[config.mk]
export PLATFORM = sky130hd
export DESIGN_NAME = sigmoid_backward
export DESIGN_NICKNAME = d
export VERILOG_FILES = /design/src/rtl/sigmoid_pkg.sv /design/src/rtl/fxp_mul_sat.sv /design/src/rtl/sigmoid_backward.sv
export SDC_FILE = /design/constraint.sdc
export NUM_CORES = 1
export LEC_CHECK = 0
export BUFFER_PORTS_ARGS = -buffer_cell sky130_fd_sc_hd__buf_4
export CAP_MARGIN = 40
export CORE_MARGIN = 4
export CORE_UTILIZATION = 38
export DETAILED_ROUTE_END_ITERATION = 6
export MAX_ROUTING_LAYER = met4
export PLACE_DENSITY = 0.56
export SLEW_MARGIN = 20
export SYNTH_ARGS = -nofsm -noshare
export SYNTH_HDL_FRONTEND = slang
export SYNTH_HIERARCHICAL = 1
export SYNTH_SLANG_ARGS = --single-unit
[constraint.sdc]
create_clock -name clock -period 13.1 [get_ports clock]
set_input_delay 0 -clock clock [delete_from_list [all_inputs] [get_ports clock]]
set_output_delay 0 -clock clock [all_outputs]
set_load 0.005 [all_outputs]
[src/rtl/sigmoid_pkg.sv]
// Shared constants, FSM state type and y clamp helper for the sigmoid backward unit.
package sigmoid_pkg;

  localparam int QN = 6;
  localparam int QM = 11;
  localparam int W  = QN + QM + 1;

  // 1.0 in Q(QN).(QM)
  localparam logic signed [W-1:0] ONE  = W'(1 << QM);
  localparam logic signed [W-1:0] MAXV = {1'b0, {(W-1){1'b1}}};
  localparam logic signed [W-1:0] MINV = {1'b1, {(W-1){1'b0}}};

  typedef enum logic [1:0] {IDLE, MUL1, MUL2, OUT} state_t;

  // A sigmoid output lives in [0, 1]; anything outside is pinned to the nearest end.
  function automatic logic signed [W-1:0] clamp_y(input logic signed [W-1:0] v);
    if (v < 0)
      return '0;
    else if (v > ONE)
      return ONE;
    else
      return v;
  endfunction

endpackage

[src/rtl/fxp_mul_sat.sv]
// Signed W x W fixed-point multiply, shift back by QM and saturate to W bits.
// Define SIGMOID_BWD_ROUND_EN for round-half-up; otherwise the shift truncates toward -inf.
module fxp_mul_sat
  import sigmoid_pkg::*;
(
  input  logic signed [W-1:0] a,
  input  logic signed [W-1:0] b,
  output logic signed [W-1:0] p
);

  localparam logic signed [2*W:0] MAXW = (2*W+1)'(MAXV);
  localparam logic signed [2*W:0] MINW = (2*W+1)'(MINV);

  logic signed [2*W-1:0] prod;
  logic signed [2*W:0]   biased;
  logic signed [2*W:0]   shifted;

  assign prod = a * b;

`ifdef SIGMOID_BWD_ROUND_EN
  localparam logic signed [2*W:0] RBIAS = (2*W+1)'(1 << (QM-1));
  assign biased = {prod[2*W-1], prod} + RBIAS;
`else
  assign biased = {prod[2*W-1], prod};
`endif

  assign shifted = biased >>> QM;

  // Saturate the rescaled product into the W-bit output range.
  always_comb begin
    p = shifted[W-1:0];
    if (shifted > MAXW)
      p = MAXV;
    else if (shifted < MINW)
      p = MINV;
  end

endmodule

[src/rtl/sigmoid_backward.sv]
// Sigmoid backward pass: delta = grad * y * (1 - y), using one shared multiplier over two cycles.
// Rounding of both multiply stages is selected by the SIGMOID_BWD_ROUND_EN macro (see fxp_mul_sat).
module sigmoid_backward
  import sigmoid_pkg::*;
(
  input  logic                clock,
  input  logic                reset,
  input  logic                in_valid,
  output logic                in_ready,
  input  logic signed [W-1:0] y,
  input  logic signed [W-1:0] grad,
  output logic                out_valid,
  input  logic                out_ready,
  output logic signed [W-1:0] delta
);

  state_t state_reg, state_next;

  logic signed [W-1:0] y_reg, grad_reg, s_reg, delta_reg;
  logic signed [W-1:0] op_a, op_b, mul_p;

  fxp_mul_sat u_mul (
    .a (op_a),
    .b (op_b),
    .p (mul_p)
  );

  // State register; reset abandons any transaction in flight.
  always_ff @(posedge clock or negedge reset) begin
    if (!reset)
      state_reg <= IDLE;
    else
      state_reg <= state_next;
  end

  // Next state, handshake outputs and multiplier operand selection.
  always_comb begin
    state_next = state_reg;
    in_ready   = 1'b0;
    out_valid  = 1'b0;
    op_a       = '0;
    op_b       = '0;
    case (state_reg)
      IDLE: begin
        in_ready = 1'b1;
        if (in_valid)
          state_next = MUL1;
      end
      MUL1: begin
        op_a       = y_reg;
        op_b       = ONE - y_reg;
        state_next = MUL2;
      end
      MUL2: begin
        op_a       = s_reg;
        op_b       = grad_reg;
        state_next = OUT;
      end
      OUT: begin
        out_valid = 1'b1;
        if (out_ready)
          state_next = IDLE;
      end
      default: state_next = IDLE;
    endcase
  end

  // Datapath: capture inputs on handshake, then the two multiplier results.
  always_ff @(posedge clock or negedge reset) begin
    if (!reset) begin
      y_reg     <= '0;
      grad_reg  <= '0;
      s_reg     <= '0;
      delta_reg <= '0;
    end else begin
      case (state_reg)
        IDLE: if (in_valid) begin
          y_reg    <= clamp_y(y);
          grad_reg <= grad;
        end
        MUL1:    s_reg     <= mul_p;
        MUL2:    delta_reg <= mul_p;
        default: ;
      endcase
    end
  end

  assign delta = delta_reg;

endmodule

==> flow_summary_export.csv <==
group,metric,value,unit
grt,grt_max_degree,39,
yosys,synth_cell_types,59,
critical_path,path_max_fanout,17,
grt,grt_overflow,0,
critical_path,cpPeakStageDelay,0.69,ns
yosys,synth_edf_count,0,
critical_path,start_kind,"flip-flop",
yosys,synth_area,15800,um2
worst_hold_path,hold_path_startpoint,"y[11]",
placement,gp_congestion,0.881,
sta,rsz0062_at_grt,"false",
grt,grt_use_met1,26.6,%
die,core,41000,um2
yosys,yosys_warnings,6,
routing,ant_nets,0,
final_layout,area_growth_syn_to_layout,12.0,%
pwr,power_density,127,nW/um2
clock_network,cts_tree,"done",
flow_run,maxCapViolations,0,
yosys,netlist_instances,1677,
clock_network,cts_resized,0,
critical_path,required,13.32,ns
final_layout,fillers,3944,
worst_hold_path,hold_depth,3,
sta,finalCritPeriodShare,73.2,%
sta,maxSlewHeadroom,43.5,%
die,rows,74,
critical_path,reg2reg_setup_slack,3.52,ns
die,dieArea,45000,um2
pwr,ir_drop,0.000114,V
yosys,ys_seq_area_share,11.5,%
critical_path,arrival,9.80,ns
critical_path,r2r_end,"s_reg[2]",
grt,first_global_vias,12500,
placement,io_buffers,59,
yosys,postSynthNetCount,2138,
routing,drt-initial-drc-count,531,
die,io_pins,60,
die,start_util,38.6,%
sta,worstMarginPinSlew,0.848,ns
grt,antenna_found_initial,0,
die,die-width,212,um
sta,fin_crit,9.58,ns
final_layout,nets,2204,
run_status,status,"finished, final reports clean",
critical_path,slowest_stage,"or4_1",
routing,drtPass1Iterations,5,
critical_path,timing.critical_path.mode_cell,"fa_1",
critical_path,cp-end-kind,"flip-flop",
grt,grt_pass1_wl,68.4,mm
sta,max_freq,104,MHz
clock_network,h-tree-depth,3,
grt,grt_use_total,19.7,%
grt,use_met3,1.43,%
clock_network,clockBufferDepth,2,
pwr,p_leak,0.00881,uW
critical_path,critPathBufInv,4,
clock_network,clock-sinks,73,
worst_hold_path,hold_end,"y_reg[4]",
routing,post_drt_wl_per_cell,17.9,um
sta,fin_setup_tns,0,ns
critical_path,ff2ff_path_depth,26,
sta,setup_viol,0,
routing,wl,40.8,mm
die,dieHeight,212,um
clock_network,root_buffer,"clkbuf_16",
critical_path,crit_family,"adder cells",
clock_network,clk_latency,0.33,ns
pwr,finalPower,2260,uW
clock_network,cts_buffers,9,
yosys,synth-seq-cells,73,
yosys,synth-main-ff-cell,"dfrtp_1",
grt,grt_busiest_layer,"met2",
critical_path,crit_type,"reg2reg",
yosys,async_flop_share,100,%
placement,hpwlAfterDp,32.9,mm
final_layout,drive_above_1_share,11.7,%
sta,slew_violations,0,
routing,num_vias,11400,
sta,skew,0.00450,ns
clock_network,clk_pin_slew,0.06,ns
routing,drc,0,
sta,hold_viol,0,
routing,via_per_inst,5.00,
yosys,avgSynthCellArea,9.44,um2
grt,grt_use_met2,33.0,%
critical_path,reg2reg_from,"y_reg[2]",
worst_hold_path,hold_class,"in2reg",
-- cells by family (layout without fill, tap and decap cells) --
group | count (synthesis) | count (layout) | synth area share [%]
buffers and inverters | 455 | 526 | 11.0
adder cells (fa/ha/maj) | 421 | 421 | 48.8
multiplexers | 55 | 55 | 3.91
AO/OA/AOI/OAI | 168 | 168 | 7.54
flip-flops | 73 | 73 | 11.5
AND/OR/NAND/NOR | 464 | 464 | 14.9
XOR/XNOR | 41 | 41 | 2.27
other | 0 | 2 | 0
-- worst min-delay path, stage by stage --
cell,delay (ns)
buf_4,0.10
a2111oi_2,0.09
a22o_1,0.17
-- cell usage after synthesis (3+ instances only) --
library cell  count  share of area (%)
inv_1           382                9.1
fa_1            328                 41
nand2_1         182                4.3
and2_1          168                6.6
ha_1             93                7.4
dfrtp_1          73                 12
clkbuf_1         62                1.5
mux2_2           54                3.8
a21oi_1          35                1.1
nor2_1           32               0.76
o21ai_0          31               0.98
xnor2_1          23                1.3
nor2b_1          22               0.87
xor2_1           18                1.0
a22oi_1          16               0.76
nand3_1          14               0.44
o21ai_2          12               0.66
a22o_1           11               0.61
a21boi_0          9               0.43
or3_1             9               0.36
nand4_1           8               0.32
a21o_1            6               0.28
a31oi_1           6               0.24
nor3_1            6               0.19
buf_1             5               0.12
nand2b_1          5               0.20
nor4_1            5               0.20
o31ai_1           5               0.24
a211oi_1          4               0.19
a32o_1            4               0.25
and3_1            4               0.16
buf_2             4               0.13
o211ai_1          4               0.19
a2111oi_0         3               0.17
a32oi_1           3               0.17
-- power breakdown --
group / leakage (uW) / switching, uW / total, uW / internal (uW)
Combinational: 0.00775 / 956 / 1600 / 641
Clock: 0.000155 / 97.0 / 264 / 167
Sequential: 0.000910 / 73.0 / 397 / 324
-- repair_timing --
item                                   in CTS  in global routing
buffers inserted                            0                  0
hold buffers                               32                  0
endpoints found under the hold margin      67                  0
setup endpoints to repair                   0                  0
-- per-layer routing --
metal,vias to the layer above,share of wire [%]
li1,5215,-
met1,5957,44
met2,194,50
met3,45,3.1
met4,0,2.6
met5,-,0
-- placed cells by master, fill, tap and decap left out, types with 6 or more instances in the layout --
master,instances
or3_1,9
dfrtp_1,73
a31oi_1,6
ha_1,91
nor2b_2,11
o21ai_0,27
inv_1,382
nand3_1,14
nor2_1,32
xor2_1,18
and2_1,168
nand2_1,182
a21oi_1,35
a21o_1,6
nand4_1,8
clkbuf_16,9
a22o_1,11
a22oi_1,16
dlygate4sd3_1,32
buf_4,81
nor3_1,6
nor2b_1,11
fa_1,328
o21ai_2,12
mux2_2,54
xnor2_1,23
-- cell type report --
type	count	area, um2	area share (%)
antenna	2	5.00	0.0282
clock buffer	9	225	1.27
clock inverter	7	95.1	0.537
inverter	382	1430	8.09
multi-input combinational	1149	12300	69.5
sequential	73	1830	10.3
tap	532	666	3.76
timing repair buffer	128	1140	6.46
-- worst max path at each step --
stage | end | cells after the start | start
floorplan | delta[16] | 31 | y_reg[0]
global placement | delta[0] | 25 | state_reg[1]
detailed placement | s_reg[2] | 26 | state_reg[0]
CTS | s_reg[2] | 26 | state_reg[0]
global route | s_reg[6] | 26 | y_reg[2]
finish | s_reg[2] | 26 | y_reg[2]
-- stage by stage --
step	setup WS, ns	instance area, um2	util [%]	hold WS, ns	std cells
2_1_floorplan	4.85	15800	-	-0.296	1677
3_3_place_gp	3.29	16800	41.0	0.193	2215
3_5_place_dp	3.51	17100	41.6	0.000688	2230
4_1_cts	3.47	17700	43.1	0.0531	2278
5_1_grt	2.98	17700	43.2	0.0776	2280
6_report	3.52	17700	43.2	0.0720	2282
No activity file was read; power rests on OpenSTA's default activity.
